<file path="src/rtl/proc_run_pkg.sv">
// Shared types and default run limits for the processor run controller.
// No logic; constants only.
// Imported by proc_run_ctrl and its bench.
package proc_run_pkg;

    typedef enum logic [1:0] {
        S_IDLE = 2'd0,
        S_RST  = 2'd1,
        S_RUN  = 2'd2,
        S_DONE = 2'd3
    } run_state_e;

    localparam int DEF_RST_CYCLES  = 2;
    localparam int DEF_MAX_CYCLES  = 50;
    localparam int DEF_STALL_LIMIT = 4;

endpackage

</file>
<file path="src/rtl/pc_trace_ring.sv">
// Ring of recently retired PCs with saturating fill count and newest-relative read.
// Latency: push lands on the next edge; read is combinational.
// No backpressure: a push always overwrites the oldest entry once full.
module pc_trace_ring #(
    parameter int PC_W  = 32,
    parameter int DEPTH = 8
) (
    input  logic                       clk,
    input  logic                       reset,
    input  logic                       clear,
    input  logic                       push,
    input  logic [PC_W-1:0]            push_pc,
    input  logic [$clog2(DEPTH)-1:0]   rd_idx,
    output logic [PC_W-1:0]            rd_pc,
    output logic [$clog2(DEPTH):0]     count
);

    localparam int IDX_W = $clog2(DEPTH);

    logic [PC_W-1:0]  mem [DEPTH];
    logic [IDX_W-1:0] wptr;
    logic [IDX_W-1:0] rd_ptr;

    always_ff @(posedge clk or negedge reset) begin
        if (!reset) begin
            wptr  <= '0;
            count <= '0;
        end else if (clear) begin
            wptr  <= '0;
            count <= '0;
        end else if (push) begin
            wptr <= wptr + IDX_W'(1);
            if (count != (IDX_W+1)'(DEPTH))
                count <= count + (IDX_W+1)'(1);
        end
    end

    // Storage carries no reset; unfilled slots are masked by count on read.
    always_ff @(posedge clk) begin
        if (push && !clear)
            mem[wptr] <= push_pc;
    end

    // wptr points at the next free slot, so the newest entry sits one behind it.
    assign rd_ptr = wptr - IDX_W'(1) - rd_idx;
    assign rd_pc  = ({1'b0, rd_idx} < count) ? mem[rd_ptr] : '0;

endmodule

</file>
<file path="src/rtl/proc_run_ctrl.sv">
// Run controller: sequences core reset, bounds the run, detects same-PC halt, traces retires.
// Latency: termination is decided on post-update values and DONE is entered on that same edge.
// No backpressure: observes pc/pc_valid every cycle; start is only honoured from IDLE or DONE.
module proc_run_ctrl
    import proc_run_pkg::*;
#(
    parameter int PC_W        = 32,
    parameter int CNT_W       = 16,
    parameter int RST_CYCLES  = DEF_RST_CYCLES,
    parameter int MAX_CYCLES  = DEF_MAX_CYCLES,
    parameter int STALL_LIMIT = DEF_STALL_LIMIT,
    parameter int TRACE_DEPTH = 8
) (
    input  logic                           clk,
    input  logic                           reset,
    input  logic                           start,
    input  logic [PC_W-1:0]                pc,
    input  logic                           pc_valid,
    output logic                           core_rst,
    output logic                           running,
    output logic                           done,
    output logic                           halted,
    output logic                           timeout,
    output logic [CNT_W-1:0]               cycle_cnt,
    output logic [CNT_W-1:0]               retire_cnt,
    input  logic [$clog2(TRACE_DEPTH)-1:0] trace_idx,
    output logic [PC_W-1:0]                trace_pc,
    output logic [$clog2(TRACE_DEPTH):0]   trace_count
);

    localparam int RC_W = $clog2(RST_CYCLES + 1);
    localparam int ST_W = $clog2(STALL_LIMIT + 1);

    run_state_e       state, state_nxt;
    logic [RC_W-1:0]  rst_cnt;
    logic [ST_W-1:0]  stall, stall_nxt;
    logic [PC_W-1:0]  last_pc;
    logic             last_vld;
    logic [CNT_W-1:0] cyc_nxt, ret_nxt;
    logic             start_run, retire, hit_halt, hit_tmo;

    assign start_run = start && (state == S_IDLE || state == S_DONE);
    assign retire    = (state == S_RUN) && pc_valid;

    // Post-update values; counters stick at all-ones rather than wrap.
    always_comb begin
        cyc_nxt   = (&cycle_cnt) ? cycle_cnt : cycle_cnt + CNT_W'(1);
        ret_nxt   = retire_cnt;
        stall_nxt = stall;
        if (retire) begin
            ret_nxt = (&retire_cnt) ? retire_cnt : retire_cnt + CNT_W'(1);
            if (last_vld && pc == last_pc)
                stall_nxt = (&stall) ? stall : stall + ST_W'(1);
            else
                stall_nxt = ST_W'(1);
        end
    end

    assign hit_halt = (state == S_RUN) && (stall_nxt >= ST_W'(STALL_LIMIT));
    assign hit_tmo  = (state == S_RUN) && (cyc_nxt >= CNT_W'(MAX_CYCLES));

    always_comb begin
        state_nxt = state;
        core_rst  = 1'b1;
        running   = 1'b0;
        done      = 1'b0;
        unique case (state)
            S_IDLE: if (start) state_nxt = S_RST;
            S_RST:  if (rst_cnt == RC_W'(RST_CYCLES - 1)) state_nxt = S_RUN;
            S_RUN: begin
                core_rst = 1'b0;
                running  = 1'b1;
                if (hit_halt || hit_tmo) state_nxt = S_DONE;
            end
            S_DONE: begin
                done = 1'b1;
                if (start) state_nxt = S_RST;
            end
            default: state_nxt = S_IDLE;
        endcase
    end

    always_ff @(posedge clk or negedge reset) begin
        if (!reset) begin
            state      <= S_IDLE;
            rst_cnt    <= '0;
            cycle_cnt  <= '0;
            retire_cnt <= '0;
            stall      <= '0;
            last_pc    <= '0;
            last_vld   <= 1'b0;
            halted     <= 1'b0;
            timeout    <= 1'b0;
        end else begin
            state <= state_nxt;
            if (start_run) begin
                rst_cnt    <= '0;
                cycle_cnt  <= '0;
                retire_cnt <= '0;
                stall      <= '0;
                last_vld   <= 1'b0;
                halted     <= 1'b0;
                timeout    <= 1'b0;
            end else if (state == S_RST) begin
                rst_cnt <= rst_cnt + RC_W'(1);
            end else if (state == S_RUN) begin
                cycle_cnt  <= cyc_nxt;
                retire_cnt <= ret_nxt;
                stall      <= stall_nxt;
                if (retire) begin
                    last_pc  <= pc;
                    last_vld <= 1'b1;
                end
                // A coincident budget expiry is reported as a halt.
                if (hit_halt)
                    halted <= 1'b1;
                else if (hit_tmo)
                    timeout <= 1'b1;
            end
        end
    end

    pc_trace_ring #(
        .PC_W  (PC_W),
        .DEPTH (TRACE_DEPTH)
    ) u_ring (
        .clk     (clk),
        .reset   (reset),
        .clear   (start_run),
        .push    (retire),
        .push_pc (pc),
        .rd_idx  (trace_idx),
        .rd_pc   (trace_pc),
        .count   (trace_count)
    );

endmodule

</file>
<file path="config.mk">
export PLATFORM = sky130hd
export DESIGN_NAME = proc_run_ctrl
export DESIGN_NICKNAME = d
export VERILOG_FILES = /design/src/rtl/proc_run_pkg.sv /design/src/rtl/pc_trace_ring.sv /design/src/rtl/proc_run_ctrl.sv
export SDC_FILE = /design/constraint.sdc
export NUM_CORES = 1
export LEC_CHECK = 0
export CAP_MARGIN = 20
export CORE_MARGIN = 4
export CORE_UTILIZATION = 45
export CTS_BUF_LIST = sky130_fd_sc_hd__clkbuf_8
export CTS_CLUSTER_SIZE = 28
export DETAILED_ROUTE_END_ITERATION = 10
export HOLD_SLACK_MARGIN = 0.05
export PLACE_DENSITY_LB_ADDON = 0.2
export SYNTH_ARGS = -nofsm -noshare
export SYNTH_HDL_FRONTEND = slang
export SYNTH_SLANG_ARGS = --single-unit
</file>
<file path="constraint.sdc">
create_clock -name clk -period 5.3 [get_ports clk]
set_input_delay 1.59 -clock clk [delete_from_list [all_inputs] [get_ports clk]]
set_output_delay 1.59 -clock clk [all_outputs]
set_load 0.005 [all_outputs]
</file>
; Word level (Yosys, flattened, before mapping)
; Memories as Yosys holds them, arrays and structs flattened.
; Cells that the tools add are included.
[word_totals]
in_bits = 39
memories = 1
ff_bits = 81
ram_bits = 256
[memory_table]
columns = memory, words, word_bits, read_ports, rd_ports_with_merged_regs, wr, line
row1 = u_ring.mem, 8, 32, 1, 0, 1, pc_trace_ring.sv:20  ; logic [PC_W-1:0] mem [DEPTH];
[op_classes]
n_bitwise = 2
n_mux = 45
n_addsub = 8
eq_ne = 12
order_cmp = 3
n_reduce_logical = 28
[ops]
columns = op, n
row1 = $mux 16, 9
row2 = $add 16x1->16 const B, 2
row3 = $eq 32x32->1, 1
row4 = $mux 32, 1
row5 = $reduce_and 16->1, 2
row6 = $mux 3, 8
row7 = $mux 1, 18
row8 = $ge 16x6->1 const B, 1
row9 = $mux 4, 3
row10 = $reduce_and 3->1, 4
row11 = $reduce_and 4->1, 3
row12 = $reduce_bool 2->1, 6
row13 = $mux 2, 5
row14 = $ne 2x1->1 const B, 5
row15 = $add 3x1->3 const B, 2
row16 = $logic_and 1x1->1, 6
row17 = $pmux 2 s3, 1
row18 = $add 4x1->4 const B, 1
row19 = $eq 2x1->1 const B, 2
row20 = $eq 2x2->1 const B, 2
row21 = $lt 3x4->1, 1
row22 = $ne 4x4->1 const B, 1
row23 = $reduce_and 2->1, 2
row24 = $ge 3x3->1 const B, 1
row25 = other kinds (9), 11

; Logic depth before layout (Yosys ltp)
; Gate-level depths: netlist of run 1.
[depth]
depth_word = 10
mapped_depth = 10
depth_no_buf = 10

; By module
; A second synthesis of run 1 with hierarchy kept.
[hier_totals]
cells_unflattened = 870
hier_area_um2 = 14520.2
[by_module_without_submodules]
columns = mod, cells_per_inst, area_each_um2, n_inst, seq_area_each_um2
row1 = pc_trace_ring, 467, 10451.3, 1, 7862.5
row2 = proc_run_ctrl, 403, 4068.9, 1, 1851.8

; Worst setup path before layout of run 1
; Ideal clock, no wire load.
[synth_timing]
path_type = in2reg
start = input start
end = memory u_ring.mem[0][0], enable pin
setup_slack_ps = 321
path_stages = 4
t_arrival_ps = 4518
path_buffers = 1
path_cell_list = and2_1 > clkbuf_1 > or3_1 > nor3_1
[synth_via]
elab_chain_cells = 5
[synth_rtl]
columns = item, line
row1 = start: declaration, proc_run_ctrl.sv:16  ; input logic start,
row2 = $logic_and 1x1->1, proc_run_ctrl.sv:42  ; assign start_run = start && (state == S_IDLE || state == S_DONE);
row3 = $logic_not 1->1, pc_trace_ring.sv:40  ; if (push && !clear)
row4 = $logic_and 1x1->1, pc_trace_ring.sv:40
row5 = $mux 1, pc_trace_ring.sv:40
row6 = $mux 1 (implied by the code), pc_trace_ring.sv:41  ; mem[wptr] <= push_pc;
row7 = end: declaration, pc_trace_ring.sv:20
; Every way passes these cells.

; Final worst setup path of run 1
[layout_timing]
start = input trace_idx[0]
end = output trace_pc[28]
[layout_via]
elab_chain_cells = 3
elab_cells_between_ends = 4
cone_classes = add/sub: 1 / order compare: 1 / mux: 1 / memory: 1
[layout_rtl]
columns = item, line
row1 = start: declaration, proc_run_ctrl.sv:26  ; input logic [$clog2(TRACE_DEPTH)-1:0] trace_idx,
row2 = $sub 3x3->3, pc_trace_ring.sv:45  ; assign rd_ptr = wptr - IDX_W'(1) - rd_idx;
row3 = $mem_v2 8x32, n/a
row4 = $mux 32 (*), pc_trace_ring.sv:46  ; assign rd_pc = ({1'b0, rd_idx} < count) ? mem[rd_ptr] : '0;
row5 = end: declaration, proc_run_ctrl.sv:27  ; output logic [PC_W-1:0] trace_pc,
; Every way passes the cells marked *; elsewhere a longest branch is shown, timed or not.

==> results of run 1 <==
## how the worst max path moves through the flow
stage	start	slack, ns	to
floorplan	start	0.32	u_ring.mem[0][0]
global placement	trace_idx[0]	-0.46	trace_pc[28]
detailed placement	trace_idx[0]	-0.48	trace_pc[28]
CTS	trace_idx[0]	-0.02	trace_pc[28]
global route	trace_idx[0]	-0.006	trace_pc[14]
finish	trace_idx[0]	0.07	trace_pc[28]
## routing by layer
metal / global-route usage / vias to the layer above / wire [um]
met5: 0 / - / 13
met4: 0.0458 / 2 / 511
met3: 0.0395 / 52 / 1830
met2: 0.304 / 218 / 15600
met1: 0.269 / 4372 / 14200
li1: - / 4009 / -
## timing repair
action                     in CTS  in global routing
cloned                          3                  0
setup endpoints to repair      32                 27
pin swaps                       2                 10
resized for setup             122                 28
buffers inserted               13                  7
## logic make-up (layout without fill, tap and decap cells)
logic type / Yosys count / after routing / synth area share
xor+xnor: 56 / 56 / 0.0346
buf+inv: 55 / 302 / 0.0158
simple gates: 327 / 327 / 0.0998
flops: 337 / 337 / 0.685
compound gates: 107 / 107 / 0.0469
fa+ha+maj: 15 / 15 / 0.0138
mux: 68 / 68 / 0.105
## through the flow
stage                     hold slack [ns]  cells  TNS, ns  instance area, um^2
after CTS                           0.488   1602  -0.0174                17700
final                               0.484   1608        0                17700
after floorplan                     0.450    965        0                14200
after global routing                0.501   1608  -0.0150                17700
after global placement              0.466   1482   -12.61                16400
after detailed placement            0.470   1482   -13.40                16400
## sequential cells by signal (all words and copies together) (netlist names)
signal,flops
u_ring.mem,256
last_pc,32
cycle_cnt,16
retire_cnt,16
u_ring.count,4
stall,3
u_ring.wptr,3
rst_cnt,2
state,2
halted,1
last_vld,1
timeout,1
## synth_stat cells (all sizes together) (2+ instances only)
master,count
a21o,7
a21oi,46
a222oi,2
a22o,5
a31o,2
a31oi,5
and3,6
buf,13
clkbuf,28
dfrtp,81
edfxtp,256
ha,14
inv,14
mux2,3
mux4,64
nand2,203
nand2b,6
nand3,19
nand4,9
nor2,47
nor3,13
nor3b,3
nor4,10
nor4b,2
o211a,2
o211ai,2
o21a,2
o21ai,23
o31ai,4
or3,3
xnor2,20
xor2,36
## where the power goes
group	switching, mW	internal, mW	leakage, nW	total, mW
registers	0.134	3.04	3.39	3.17
clock network	1.03	1.27	0.659	2.29
logic	1.06	1.11	2.62	2.17
total	2.22	5.42	6.66	7.64
## layout make-up
type,instances,share of cell area
clock buffer,65,0.0506
tap,396,0.0280
timing repair buffer,184,0.105
clock inverter,39,0.0142
inverter,14,0.00297
sequential,337,0.549
multi-input combinational,573,0.250
## critical path: stages
cell and delay, ns:
dlygate4sd2_1 0.25, inv_2 0.07, ha_4 0.12, inv_1 0.04, fa_2 0.58, buf_12 0.17
buf_6 0.12, buf_12 0.11, mux4_2 0.29, nand2_1 0.10, a21oi_2 0.06, buf_2 0.12
==> impl_metrics.json, run 1 <==
{
  "outcome": "finished, final reports clean",
  "p_leak_nw": 6.66,
  "grt_usage": 0.189,
  "endpoint_kind": "output port",
  "drive_gt1_frac": 0.242,
  "dp_hpwl_mm": 19.9,
  "min_from": "halted",
  "fin_skew_ns": 0.0241,
  "min_period_ns": 5.23,
  "netlist.area_leader.share": 0.542,
  "maxSlewHeadroom": 0.434,
  "ir_worst_vdd_mv": 0.272,
  "ioPinCount": 112,
  "finalHoldViolations": 0,
  "r2r_setup_slack_ns": 2.21,
  "drc": 0,
  "netlist_instances": 965,
  "worstPathArrival_ns": 3.64,
  "overflow": 0,
  "fin_util": 0.574,
  "vias": 8653,
  "p_per_area_mw_per_mm2": 432,
  "clkSinkCount": 337,
  "chipWidth_um": 186,
  "setup.worst_path.start_class": "primary input",
  "tightest_slew_ns": 0.846,
  "pre_cts_slack_ns": -0.478,
  "async_reset_ff_frac": 0.240,
  "floorplan.initialDensity": 0.460,
  "holdPathEnd": "halted",
  "io_buffer_count": 111,
  "wl_mm": 32.1,
  "die-area_mm2": 0.0344,
  "ys.warnings.count": 0,
  "regArea_mm2": 0.00971,
  "avgRoutedWirePerCell_um": 20.0,
  "synth-seq-area-share": 0.685,
  "synthFlopType": "edfxtp_1",
  "drtAntennaViolNets": 0,
  "nNetsFinal": 1219,
  "hp-class": "reg2reg",
  "cts_hold_buf": 0,
  "cts_inserted_buffers": 55,
  "final-setup-viol-count": 0,
  "worst-path-max-fanout": 10,
  "clk_latency_ns": 0.59,
  "grt_pass1_wl_mm": 50.4,
  "rows": 64,
  "yosys_register_bits": 337,
  "htreeDepth": 2,
  "synthTopCellsByArea": "edfxtp_1 (54%), dfrtp_1 (14%), mux4_2 (10%), nand2_1 (5.3%), xor2_1 (2.2%)",
  "coreArea_mm2": 0.0308,
  "synth_nets": 1019,
  "fillCellCount": 2396,
  "area_growth_pct": 24.6,
  "final_common_cell": "edfxtp_1",
  "min_path_cells": 1,
  "syn_area_mm2": 0.0142,
  "cts_tree": "done",
  "cts.path.max_buffers": 3,
  "syn_area_per_cell_um2": 14.7,
  "synth_top_area_cell": "edfxtp_1",
  "grt_max_degree": 58,
  "antenna_found_initial": 1,
  "first_global_vias": 8814,
  "crit_type": "in2out",
  "place.gp.congestion": 0.838,
  "setup_ws_ns": 0.0681,
  "drt_iter0_markers": 568,
  "multi_input_area_mm2": 0.00442,
  "synthDistinctLibCells": 57,
  "fmax_ghz": 0.191,
  "viasPerCell": 5.38,
  "r2r-start": "cycle_cnt[1]",
  "layout_common_cells": "edfxtp_1 (256), nand2_1 (200), dfrtp_1 (81)",
  "r2r_cells": 9,
  "fin_crit_sh": 0.987,
  "synth_edf_count": 256,
  "die_h_um": 186,
  "r2r-end": "state[0]",
  "maxSlewViolCount": 0,
  "cap_violations": 0,
  "n_antenna_cell": 0,
  "p_total_mw": 7.64,
  "dr.pass1.iters": 5,
  "crit_required_ns": 3.71,
  "path_clk_slew_ns": 0.06,
  "cts.root.buffer_cell": "clkbuf_8"
}
Power figures use the tool's default switching activity.
==> run 2, diff against run 1 <==
- ABC_CLOCK_PERIOD_IN_PS: not set -> 5300
==> results of run 2 <==
The final DEF is identical to that of run 1; final timing and power are the same.
==> run 3, diff against run 2 <==
- ABC_CLOCK_PERIOD_IN_PS: 5300 -> 6500
- CTS_BUF_LIST: sky130_fd_sc_hd__clkbuf_8 -> not set
- clock period: 5.3 -> 6.5 ns (I/O delays scaled with it)
==> run 3 against run 2 <==
Effect of this change: the flow now finishes with violations (negative setup slack); largest cell class unchanged; critical endpoint is now trace_pc[10]; flip-flop and latch count unchanged; sequential power fell by 18%; clock power down 11%; hold slack improved by 0.0018 ns.
==> impl_metrics.json, run 3 (synthesis gave the netlist of run 1 again) <==
{
  "grt_max_degree": 49,
  "finalHoldViolations": 0,
  "dp_hpwl_mm": 19.4,
  "grt_usage": 0.186,
  "drive_gt1_frac": 0.165,
  "rsz0062_at_grt": "yes",
  "wl_mm": 32.0,
  "coreArea_mm2": 0.0308,
  "fin_cells": 1538,
  "grt_pass1_wl_mm": 49.7,
  "crit_type": "in2out",
  "avgRoutedWirePerCell_um": 20.8,
  "drc": 0,
  "clkSinkCount": 337,
  "p_leak_nw": 6.50,
  "viasPerCell": 5.45,
  "pre_cts_slack_ns": -0.0732,
  "crit_required_ns": 4.55,
  "htreeDepth": 2,
  "violations": "negative setup slack",
  "hp-class": "reg2reg",
  "cts.root.buffer_cell": "clkbuf_16",
  "p_per_area_mw_per_mm2": 357,
  "cts.path.max_buffers": 3,
  "io_buffer_count": 111,
  "fin_skew_ns": 0.00847,
  "floorplan.initialDensity": 0.460,
  "path_clk_slew_ns": 0.06,
  "die-area_mm2": 0.0344,
  "p_total_mw": 6.21,
  "worst_hold_slack_ns": 0.486,
  "fin_util": 0.565,
  "clk_latency_ns": 0.52,
  "maxSlewViolCount": 0,
  "cts_tree": "done",
  "min_period_ns": 6.50,
  "final-setup-viol-count": 1,
  "ioPinCount": 112,
  "setup.worst_path.start_class": "primary input",
  "cap_violations": 0,
  "rows": 64,
  "fillCellCount": 2477,
  "outcome": "finished, violations left",
  "worst-path-max-fanout": 10,
  "maxSlewHeadroom": 0.297,
  "reg_top3": "u_ring.mem: 256 flops, last_pc: 32 flops",
  "final_common_cell": "edfxtp_1",
  "drtAntennaViolNets": 0,
  "dr.pass1.iters": 7,
  "cts_inserted_buffers": 36,
  "ir_worst_vdd_mv": 0.250,
  "largest_register": "u_ring.mem",
  "first_global_vias": 8839,
  "n_antenna_cell": 0,
  "vias": 8388,
  "drt_iter0_markers": 599,
  "endpoint_kind": "output port",
  "antenna_found_initial": 0,
  "layout_common_cells": "edfxtp_1 (256), nand2_1 (202), clkdlybuf4s50_1 (88)",
  "largest_reg_flops": 256,
  "die_h_um": 186,
  "cts_hold_buf": 0,
  "tightest_slew_ns": 1.05,
  "setup_ws_ns": -0.00118,
  "overflow": 0,
  "place.gp.congestion": 0.832,
  "fmax_ghz": 0.154,
  "post-place-cells": 1463,
  "nNetsFinal": 1168,
  "worstPathArrival_ns": 4.55,
  "area_growth_pct": 22.8,
  "chipWidth_um": 186,
  "fin_crit_sh": 1.00
}
run 3: cell types whose count changed in the layout (fill, tap and decap cells not counted), sizes merged, moves of 2 or more:
| cell | delta |
|---|---|
| buf | -60 |
| inv | -21 |
| clkbuf | -18 |
| clkdlybuf4s50 | +12 |
| dlygate4sd2 | +12 |
| dlymetal6s2s | +8 |
| clkinv | -5 |
| bufbuf | +2 |
run 3: stage by stage:
step / cell area (um^2) / TNS (ns)
after detailed placement: 16100 / -0.236
after global placement: 16100 / -0.130
after CTS: 17300 / -0.373
after global routing: 17400 / -0.711
after floorplan: 14200 / 0
final: 17400 / -0.00118
run 3: per-layer routing:
metal | global-route usage | vias to the layer above | share of wire
met4 | 0.0396 | 0 | 0.012
met3 | 0.0383 | 32 | 0.066
li1 | - | 3891 | -
met1 | 0.262 | 4237 | 0.44
met5 | 0 | - | 0
met2 | 0.304 | 228 | 0.48
run 3: worst paths after layout:
kind	start	endpoint	slack, ns	cells past startpoint
setup / recovery	trace_idx[0]	trace_pc[10]	-0.001	12
hold / removal	last_vld	last_vld	0.49	1
setup reg to reg	cycle_cnt[0]	state[0]	3.42	9
hold reg to reg	last_vld	last_vld	0.49	1
max in group asynchronous	reset	last_pc[22]	4.10	2
min in group asynchronous	reset	retire_cnt[11]	1.38	1
run 3: final cells by class:
cell class	instances	area, um^2	share of cell area
well taps	396	495	0.0284
inverters	14	52.6	0.00302
clock buffers	54	1040	0.0597
flip-flops and latches	337	9710	0.557
multi-input cells	574	4400	0.252
repair buffers	151	1580	0.0906
clock inverters	12	148	0.00847
run 3: repair_timing:
item / in CTS / in global routing
setup endpoints to repair: 10 / 18
cloned: 2 / 2
gates resized for setup: 17 / 12
buffers inserted: 2 / 3
run 3: critical path: stages:
cell and delay (ns):
clkdlybuf4s50_1 0.43, inv_2 0.08, ha_4 0.12, inv_1 0.04, fa_2 0.33, xnor2_1 0.13
buf_4 0.17, xnor2_4 0.21, bufbuf_16 0.33, nand2_1 0.07, a21oi_1 0.14, clkdlybuf4s50_1 0.53
run 3: where the power goes:
group	total [mW]	leakage [nW]	switching, mW	internal [mW]
registers	2.59	3.39	0.111	2.48
clock network	2.04	0.571	0.808	1.23
logic	1.59	2.54	0.807	0.779
